<file path="src/rtl/divu_unit.sv">
// 32-bit restoring divider (quotient MSB first); `DIVU_SIGNED_EN adds signed divide on DIV_CODE.
// Latency 34 cycles start-to-done (1 for a zero divisor); starts seen while busy are dropped, no queueing.
module divu_unit #(
   parameter logic [5:0] DIVU_CODE = 6'b011011,
   parameter logic [5:0] DIV_CODE  = 6'b011010
) (
   input  logic        clk,
   input  logic        rst,
   input  logic [5:0]  Signal,
   input  logic [31:0] dataA,
   input  logic [31:0] dataB,
   output logic [31:0] HiOut,
   output logic [31:0] LoOut,
   output logic        busy,
   output logic        done,
   output logic        divZero
);

   typedef enum logic [1:0] {IDLE, RUN, FIX, DONE} state_t;

   state_t      state_q, state_d;
   logic [4:0]  count_q, count_d;
   logic [32:0] rem_q, rem_d;
   logic [31:0] quo_q, quo_d;
   logic [31:0] dsr_q, dsr_d;
   logic        zero_q, zero_d;
   logic [31:0] hi_q, hi_d;
   logic [31:0] lo_q, lo_d;
   logic        busy_q, busy_d;
   logic        done_q, done_d;
   logic        dz_q, dz_d;

   logic        start_u;
   logic        go;
   logic [31:0] op_a, op_b;
   logic [33:0] rem_sh;
   logic [32:0] rem_sub;
   logic        step_ge;

   // An aliased DIV_CODE still reads as an unsigned start
   assign start_u = (Signal == DIVU_CODE) || ((DIV_CODE == DIVU_CODE) && (Signal == DIV_CODE));

`ifdef DIVU_SIGNED_EN
   logic neg_quo_q, neg_quo_d;
   logic neg_rem_q, neg_rem_d;
   logic start_s;

   assign start_s = (Signal == DIV_CODE) && !start_u;
   assign go      = start_u || start_s;
   assign op_a    = (start_s && dataA[31]) ? -dataA : dataA;
   assign op_b    = (start_s && dataB[31]) ? -dataB : dataB;
`else
   assign go      = start_u;
   assign op_a    = dataA;
   assign op_b    = dataB;
`endif

   assign rem_sh  = {rem_q, quo_q[31]};
   assign rem_sub = rem_sh[32:0] - {1'b0, dsr_q};
   assign step_ge = (rem_sh >= {2'b00, dsr_q});

   always_comb begin
      state_d = state_q;
      count_d = count_q;
      rem_d   = rem_q;
      quo_d   = quo_q;
      dsr_d   = dsr_q;
      zero_d  = zero_q;
      hi_d    = hi_q;
      lo_d    = lo_q;
      dz_d    = dz_q;
      done_d  = 1'b0;
`ifdef DIVU_SIGNED_EN
      neg_quo_d = neg_quo_q;
      neg_rem_d = neg_rem_q;
`endif
      case (state_q)
         IDLE: begin
            if (go) begin
               dz_d    = 1'b0;
               count_d = 5'd0;
               dsr_d   = op_b;
               zero_d  = (dataB == 32'd0);
`ifdef DIVU_SIGNED_EN
               neg_quo_d = start_s && (dataA[31] ^ dataB[31]);
               neg_rem_d = start_s && dataA[31];
`endif
               if (dataB == 32'd0) begin
                  quo_d   = 32'hFFFF_FFFF;
                  rem_d   = {1'b0, dataA};
                  state_d = DONE;
               end else begin
                  quo_d   = op_a;
                  rem_d   = 33'd0;
                  state_d = RUN;
               end
            end
         end
         RUN: begin
            quo_d   = {quo_q[30:0], step_ge};
            rem_d   = step_ge ? rem_sub : rem_sh[32:0];
            count_d = count_q + 5'd1;
            if (count_q == 5'd31) begin
               state_d = FIX;
            end
         end
         FIX: begin
`ifdef DIVU_SIGNED_EN
            if (neg_quo_q) begin
               quo_d = -quo_q;
            end
            if (neg_rem_q) begin
               rem_d = {1'b0, -rem_q[31:0]};
            end
`endif
            state_d = DONE;
         end
         DONE: begin
            lo_d    = quo_q;
            hi_d    = rem_q[31:0];
            dz_d    = zero_q;
            done_d  = 1'b1;
            state_d = IDLE;
         end
         default: state_d = IDLE;
      endcase
      busy_d = (state_d != IDLE);
   end

   always_ff @(posedge clk or posedge rst) begin
      if (rst) begin
         state_q <= IDLE;
         count_q <= 5'd0;
         rem_q   <= 33'd0;
         quo_q   <= 32'd0;
         dsr_q   <= 32'd0;
         zero_q  <= 1'b0;
         hi_q    <= 32'd0;
         lo_q    <= 32'd0;
         busy_q  <= 1'b0;
         done_q  <= 1'b0;
         dz_q    <= 1'b0;
`ifdef DIVU_SIGNED_EN
         neg_quo_q <= 1'b0;
         neg_rem_q <= 1'b0;
`endif
      end else begin
         state_q <= state_d;
         count_q <= count_d;
         rem_q   <= rem_d;
         quo_q   <= quo_d;
         dsr_q   <= dsr_d;
         zero_q  <= zero_d;
         hi_q    <= hi_d;
         lo_q    <= lo_d;
         busy_q  <= busy_d;
         done_q  <= done_d;
         dz_q    <= dz_d;
`ifdef DIVU_SIGNED_EN
         neg_quo_q <= neg_quo_d;
         neg_rem_q <= neg_rem_d;
`endif
      end
   end

   assign HiOut   = hi_q;
   assign LoOut   = lo_q;
   assign busy    = busy_q;
   assign done    = done_q;
   assign divZero = dz_q;

endmodule

</file>
<file path="config.mk">
export PLATFORM = sky130hd
export DESIGN_NAME = divu_unit
export DESIGN_NICKNAME = d
export VERILOG_FILES = /design/src/rtl/divu_unit.sv
export SDC_FILE = /design/constraint.sdc
export NUM_CORES = 1
export LEC_CHECK = 0
export ABC_AREA = 1
export CAP_MARGIN = 20
export CORE_UTILIZATION = 52
export CTS_BUF_LIST = sky130_fd_sc_hd__clkbuf_4 sky130_fd_sc_hd__clkbuf_8
export CTS_CLUSTER_DIAMETER = 200
export DETAILED_ROUTE_END_ITERATION = 7
export PLACE_DENSITY = 0.87
export SKIP_CTS_REPAIR_TIMING = 1
export SYNTH_ARGS = -nofsm -noshare
export SYNTH_HDL_FRONTEND = slang
export SYNTH_SLANG_ARGS = --single-unit
export TNS_END_PERCENT = 1
</file>
<file path="constraint.sdc">
create_clock -name clk -period 6.1 [get_ports clk]
set_input_delay 1.22 -clock clk [delete_from_list [all_inputs] [get_ports clk]]
set_output_delay 1.22 -clock clk [all_outputs]
set_load 0.01 [all_outputs]
</file>
==> Word-level counts from Yosys, hierarchy flattened <==
Cells that the tools add are included.
{ "totals": {"out_inout_bits": 67, "input_bits": 72, "register_bits": 172, "wordCells": 44} }
{ "classes": {"n_addsub": 2, "order_cmp": 1, "n_mux": 16, "n_reduce_logical": 8, "n_eq_ne": 6} }
{ "ops": {"columns": ["op", "count"], "rows": [
  ["$mux W32", 3],
  ["$mux W33", 2],
  ["$pmux W33 S2", 1],
  ["$pmux W32 S2", 1],
  ["$ge A34 B32 Y1", 1],
  ["$sub A33 B32 Y33", 1],
  ["$logic_not A32 Y1", 1],
  ["$pmux W5 S2", 1],
  ["$pmux W2 S4", 1],
  ["$eq A6 B5 Y1 const B", 1],
  ["$mux W2", 3],
  ["$reduce_and A2 Y1", 3],
  ["$reduce_bool A2 Y1", 3],
  ["$add A5 B1 Y5 const B", 1],
  ["$eq A5 B5 Y1 const B", 1],
  ["$mux W5", 1],
  ["$eq A2 B2 Y1 const B", 2],
  ["$eq A2 B1 Y1 const B", 1],
  ["$logic_not A2 Y1", 1],
  ["$mux W1", 2],
  ["$ne A2 B2 Y1 const B", 1],
  ["$pmux W1 S2", 1]
]} }

==> Logic depth before layout (Yosys ltp) <==
Gate-level depths: netlist of run 1.
{ "depth": {"word_depth": 5, "ltp_mapped": 16, "depth_no_buf": 16} }

==> Least setup slack after synthesis of run 1 <==
No wires, ideal clock.
{ "synth_timing": {"path_type": "input to register", "startpoint": "input Signal[1]", "endpoint": "register rem_q[0]", "t_required_ns": 5.977, "path_slack_ns": 3.640, "setup_time_ns": 0.123, "n_path_buf": 2, "cell_stages": 9, "arrival_ns": 2.337, "cell_sequence": "nand2_1 > nor3b_2 > nand4_1 > nor2_2 > nor2_2 > buf_2 > buf_2 > a31oi_1 > a21oi_2"} }
{ "synth_via": {"elab_chain_len": 3} }
{ "synth_lines": {"columns": ["item", "line", "text"], "rows": [
  ["from (decl)", "9", "input logic [5:0] Signal,"],
  ["$eq A6 B5 Y1", "41", "assign start_u = (Signal == DIVU_CODE) || ((DIV_CODE == DIVU_CODE) && (Signal == DIV_CODE));"],
  ["$ne A2 B2 Y1 (no line)", null, null],
  ["$reduce_and A2 Y1 (no line)", null, null],
  ["to (signal assigned)", "150", "rem_q <= rem_d;"],
  ["to (decl)", "23", "logic [32:0] rem_q, rem_d;"]
]} }
Every way passes these cells.
A chain may end at the register's enable or synchronous reset.

==> Final worst setup path of run 1 <==
{ "layout_timing": {"startpoint": "input Signal[0]", "endpoint": "register quo_q[11]"} }
{ "layout_via": {"elab_chain_len": 3} }
{ "layout_lines": {"columns": ["item", "line", "text"], "rows": [
  ["$eq A6 B5 Y1", "41", null],
  ["$ne A2 B2 Y1 (no line)", null, null],
  ["$reduce_and A2 Y1 (no line)", null, null],
  ["to (signal assigned)", "151", "quo_q <= quo_d;"],
  ["to (decl)", "24", "logic [31:0] quo_q, quo_d;"]
]} }
Every way passes these cells.

==> flow_summary.yaml, run 1 <==
sta:
  fin_skew_ns: 0.0252
  setup_viol: 0
  layout_setup_ws_ns: 2.49
  min_period_over_period_pct: 59.2
  slew_violations: 0
  final_hold_viol_count: 0
  fin_crit_ns: 3.61
  fin_tns_setup_ns: 0
  rsz0062_at_grt: "no"
  slew_headroom_pct: 34.1
  fmax_mhz: 277
  worst_pin_slew_ns: 0.989
critical_path:
  cp_num_buf_inv: 4
  crit_start: "Signal[0]"
  worstReg2RegEnd: "quo_q[11]"
  cp_cell_sequence: "clkdlybuf4s50_1, nand2_1, nor3b_2, nand4_1, nor2_4, buf_4, nor2_4, inv_2, nand2_2, inv_2, a22oi_1"
  slowest_delay_ns: 0.50
  r2r_slack_ns: 3.31
  critPathTopFamily: "buffers and inverters"
  crit_type: "input pin to register"
  worst-path-max-fanout: 67
  worst_setup_path_start_kind: "input pin"
  rr_worst_depth: 9
  critPathCaptureType: "register"
  reg2reg_from: "state_q[1]"
  critical-path-slowest-cell: "buf_4"
  cp.arrival_ns: 3.94
  crit_required_ns: 6.43
run:
  cap_violations: 0
place:
  dpl.hpwl_mm: 21.6
  post-place-ws_ns: 2.00
  numPortBuffers: 138
  dp_cells: 1812
  gp_congestion: 0.978
pwr:
  p_switching_mw: 3.56
  power.leakage_nw: 6.35
  irDropWorstVdd_mv: 0.329
  netSwitchingFraction_pct: 49.7
  p_per_area_nw_per_um2: 572
  p_comb_share_pct: 60.0
  total_power_mw: 7.15
  power.share.clock_pct: 11.6
  internal_power_mw: 3.60
  pwr-share-seq_pct: 28.4
floorplan:
  fp-row-count: 51
  die_h_um: 145
  core_region_area_um2: 19700
  die_w_um: 145
  dieArea_um2: 21000
  num_io_pins: 139
  start_util_pct: 53.8
drt:
  drtIter0Drc: 876
  vias_per_cell: 5.34
  drt-pass1-iter-count: 8
  wl_per_cell_um: 15.7
  drc: 0
  via_count: 9852
  totalWireLength_mm: 28.9
  ant_nets: 0
yosys:
  async_reset_ff_share_pct: 100
  synth_edf_count: 0
  yosysWarnings: 0
  synth_area_um2: 10600
  netlist_instances: 1455
  synth_cell_types: 43
  synth.avg_cell_area_um2: 7.29
  ys.flop_type: "dfrtp_1"
  synth_seq_cells: 172
  synth-seq-area-share_pct: 40.6
  syn-num-nets: 1562
min_path:
  min_path_cells: 2
  hp-start: "dsr_q[0]"
  whs_endpoint: "dsr_q[0]"
  hp-class: "register to register"
global_routing:
  grt_pass1_vias: 9380
  grt_overflow: 0
  antenna_found_initial: 0
  gr-usage-all-layers_pct: 28.8
  grt_pass1_wl_mm: 46.4
  grt_max_degree: 106
outcome:
  status: "finished clean"
clock_tree:
  h-tree-depth: 4
  clk_pin_slew_ns: 0.11
  clockRootBuffer: "clkbuf_8"
  cts_tree: "built"
  cts_made_buffers: 17
  insertion_delay_ns: 0.49
  cts_sinks: 172
  clock_path_buffers: 2
finish:
  fin_nets: 1673
  syn_to_final_growth_pct: 18.0
  fill_cells: 1694
  drive_above_1_share_pct: 9.56
  stdcell_count: 1844
  diodes: 0
-- through the flow --
| step | area (µm²) | utilization (%) | hold slack (ns) |
|---|---|---|---|
| after floorplan | 10600 | - | 0.446 |
| after global placement | 12100 | 61.4 | 0.461 |
| after detailed placement | 12100 | 61.4 | 0.464 |
| after CTS | 12500 | 63.5 | 0.497 |
| after global routing | 12500 | 63.5 | 0.518 |
| final | 12500 | 63.5 | 0.495 |
-- cell usage in the layout (no fill, tap or decap), drive strengths merged --
| master | netlist | layout |
|---|---|---|
| a22oi | 25 | 25 |
| o21bai | 1 | 1 |
| a31oi | 10 | 10 |
| nand2 | 475 | 475 |
| clkdlybuf4s50 | 0 | 138 |
| nor4 | 4 | 4 |
| a22o | 2 | 2 |
| clkbuf | 28 | 17 |
| nor2 | 109 | 109 |
| xnor2 | 13 | 13 |
| a21oi | 54 | 54 |
| or2 | 3 | 3 |
| and2 | 7 | 7 |
| nand4 | 9 | 9 |
| o22ai | 2 | 2 |
| nand3b | 3 | 3 |
| clkinvlp | 0 | 1 |
| buf | 25 | 7 |
| xor2 | 3 | 3 |
| nand3 | 90 | 90 |
| inv | 233 | 240 |
| a32o | 1 | 1 |
| ha | 34 | 34 |
| fa | 1 | 1 |
| clkinv | 2 | 9 |
| o21ai | 147 | 147 |
| nor3 | 1 | 1 |
| nor3b | 1 | 1 |
| dfrtp | 172 | 172 |
-- worst reg2reg max path: stages, from the launching register on --
cell,delay [ns]
dfrtp_1,0.47
inv_2,0.11
nand4_1,0.30
nor2_4,0.16
buf_4,0.50
nor2_4,0.05
inv_2,0.09
nand2_2,0.32
inv_2,0.50
a22oi_1,0.15
-- cells by family after synthesis --
logic type / after synthesis / share of synthesized area, %
simple gates: 702 / 29.8
buf+inv: 288 / 11.0
compound gates: 242 / 13.0
flops: 172 / 40.6
fa+ha+maj: 35 / 4.20
xor+xnor: 16 / 1.32
-- cell usage after synthesis, types with 21 or more instances --
cell type,count,area [µm²]
a21oi_1,33,165
a21oi_2,21,184
a22oi_1,25,188
clkbuf_1,28,105
dfrtp_1,172,4300
ha_1,34,425
inv_1,224,841
nand2_1,438,1640
nand2_2,33,206
nand3_1,69,345
nor2_1,91,342
o21ai_0,143,716
-- sequential cells by signal (all words and copies together) (netlist names) --
register	count
busy	1
state_q	2
LoOut	32
rem_q	33
count_q	5
HiOut	32
zero_q	1
done	1
dsr_q	32
quo_q	32
divZero	1
-- area by class of cell --
class / count / area [µm²] / share of cell area (%)
Clock buffer: 17 / 234 / 1.87
Clock inverter: 15 / 174 / 1.39
Inverter: 235 / 887 / 7.09
Multi-Input combinational cell: 995 / 5150 / 41.1
Sequential cell: 172 / 4300 / 34.4
Tap cell: 265 / 332 / 2.65
Timing Repair Buffer: 145 / 1430 / 11.5
-- worst max-delay path by stage --
stage | end | slack (ns) | cells past startpoint
2_1_floorplan | HiOut[0] | 0.22 | 1
3_5_place_dp | quo_q[1] | 2.00 | 11
5_1_grt | quo_q[1] | 2.25 | 11
6_report | quo_q[11] | 2.49 | 11
4_1_cts | quo_q[1] | 2.49 | 11
3_3_place_gp | quo_q[30] | 2.13 | 11
-- power by group through the flow --
stage                     registers [mW]  logic [mW]  clock network (mW)
after floorplan                     2.03        3.00                   0
after global placement              2.03        4.13                   0
after detailed placement            2.04        4.26                   0
after CTS                           2.03        4.28               0.833
after global routing                2.08        4.81               0.878
final                               2.03        4.29               0.828
-- routing by layer --
metal  share of wire, %  vias to the layer above  global-route usage, %
met2                 49                      443                   49.9
met1                 41                     4556                   36.0
li1                   -                     4783                      -
met5                  0                        -                      0
met3                6.4                       70                   3.52
met4                3.5                        0                   12.5
Note: power is estimated with default switching activity, not from simulation.
==> run 2: changes to the inputs <==
CORE_UTILIZATION = 58   (was 52)
PLACE_DENSITY = 0.91   (was 0.87)
clock period = 3.63 ns   (was 6.1 ns; I/O delays follow)
==> run 2 against run 1 <==
Global-route usage rose by 3.5 points. Final cell count fell by 2.0%. Clock skew fell by 0.0039 ns. Critical path type unchanged. Critical path depth fell by 3. Register-to-register slack got worse by 2.5 ns. Flip-flop and latch count did not move. Core utilization rose by 6.4 points. Sequential share of layout area fell by 0.11 points. Worst setup slack got worse by 1.7 ns. Largest cell class unchanged. Hold slack improved by 0.0022 ns. Wire length rose by 0.40%.
==> flow_summary.yaml, run 2 (same netlist as run 1, synthesis figures left out) <==
global_routing:
  grt_pass1_vias: 9374
  grt_max_degree: 124
  gr-usage-all-layers_pct: 32.2
  grt_overflow: 0
  antenna_found_initial: 0
  grt_pass1_wl_mm: 46.3
sta:
  fmax_mhz: 353
  fin_tns_setup_ns: 0
  final_hold_viol_count: 0
  fin_skew_ns: 0.0213
  worst_pin_slew_ns: 0.973
  setup_viol: 0
  layout_setup_ws_ns: 0.796
  rsz0062_at_grt: "no"
  slew_violations: 0
  fin_crit_ns: 2.83
  whs_ns: 0.497
  min_period_over_period_pct: 78.1
  slew_headroom_pct: 35.2
finish:
  multiInputGateArea_um2: 5150
  layout_common_cells: "nand2_1, inv_1, dfrtp_1, o21ai_0, clkdlybuf4s50_1"
  mostFrequentLayoutCell: "nand2_1"
  diodes: 0
  drive_above_1_share_pct: 9.56
  fin_nets: 1673
  fin_util_pct: 69.9
  fin_area_um2: 12600
  largest_register: "rem_q"
  largest_reg_flops: 33
  fill_cells: 1472
  syn_to_final_growth_pct: 18.4
  stdcell_count: 1808
  regArea_um2: 4300
outcome:
  status: "finished clean"
place:
  postPlaceCellArea_um2: 12100
  gp_congestion: 0.936
  numPortBuffers: 138
  dp_cells: 1775
  post-place-ws_ns: 0.319
  dpl.hpwl_mm: 21.6
pwr:
  total_power_mw: 12.2
  power.leakage_nw: 6.38
  p_per_area_nw_per_um2: 971
  irDropWorstVdd_mv: 0.685
drt:
  drc: 0
  drt-pass1-iter-count: 7
  ant_nets: 0
  via_count: 9923
  drtIter0Drc: 853
  vias_per_cell: 5.49
  wl_per_cell_um: 16.0
  totalWireLength_mm: 29.0
critical_path:
  crit_required_ns: 4.03
  cp.arrival_ns: 3.23
  crit_type: "input pin to register"
  worst_setup_path_start_kind: "input pin"
  worst-path-max-fanout: 31
  critPathCaptureType: "register"
clock_tree:
  clock_path_buffers: 2
  h-tree-depth: 4
  cts_made_buffers: 17
  cts_tree: "built"
  insertion_delay_ns: 0.50
  cts_sinks: 172
  clockRootBuffer: "clkbuf_8"
  clk_pin_slew_ns: 0.12
floorplan:
  die_w_um: 137
  core_region_area_um2: 18000
  fp-row-count: 49
  dieArea_um2: 18800
  start_util_pct: 59.0
  num_io_pins: 139
  die_h_um: 137
run:
  cap_violations: 0
min_path:
  hp-class: "register to register"
-- run 2: changes by cell type in the layout (fill, tap and decap cells not counted), moves of 2 or more --
cell and change:
buf_12 +3, buf_4 -4, inv_12 +4, inv_6 -2
-- run 2: final cells by class --
type | instances | share of cell area, %
multi-input cells | 995 | 41.0
repair buffers | 145 | 11.9
well taps | 229 | 2.28
flip-flops and latches | 172 | 34.3
clock buffers | 17 | 1.86
inverters | 235 | 7.06
clock inverters | 15 | 1.60
-- run 2: critical path, stage by stage --
cell,delay (ns)
clkdlybuf4s50_1,0.43
nor4_1,0.37
nand3_1,0.32
nor2_8,0.27
nand2_4,0.08
nand2_2,0.42
inv_2,0.33
a22oi_1,0.26
-- run 2: worst paths after layout --
path / from / end / slack, ns / cells after the start
worst min register to register: LoOut[5] / LoOut[5] / 0.50 / 2
worst max register to register: quo_q[31] / rem_q[13] / 0.85 / 13
min in group asynchronous: rst / dsr_q[8] / 0.65 / 2
worst max-delay path: dataB[0] / quo_q[11] / 0.80 / 8
worst min-delay path: LoOut[5] / LoOut[5] / 0.50 / 2
max in group asynchronous: rst / state_q[0] / 2.10 / 3
-- run 2: metal layers --
layer	GRT usage, %	wire, µm
met3	4.38	1450
met1	39.2	11800
met2	54.9	14100
met5	0	0
met4	18.4	1680
-- run 2: power by group --
| group | total (mW) | switching [mW] | internal, mW | leakage [nW] |
|---|---|---|---|---|
| Combinational | 7.31 | 4.59 | 2.72 | 4.16 |
| Sequential | 3.41 | 0.593 | 2.82 | 2.00 |
| Clock | 1.47 | 0.916 | 0.554 | 0.216 |
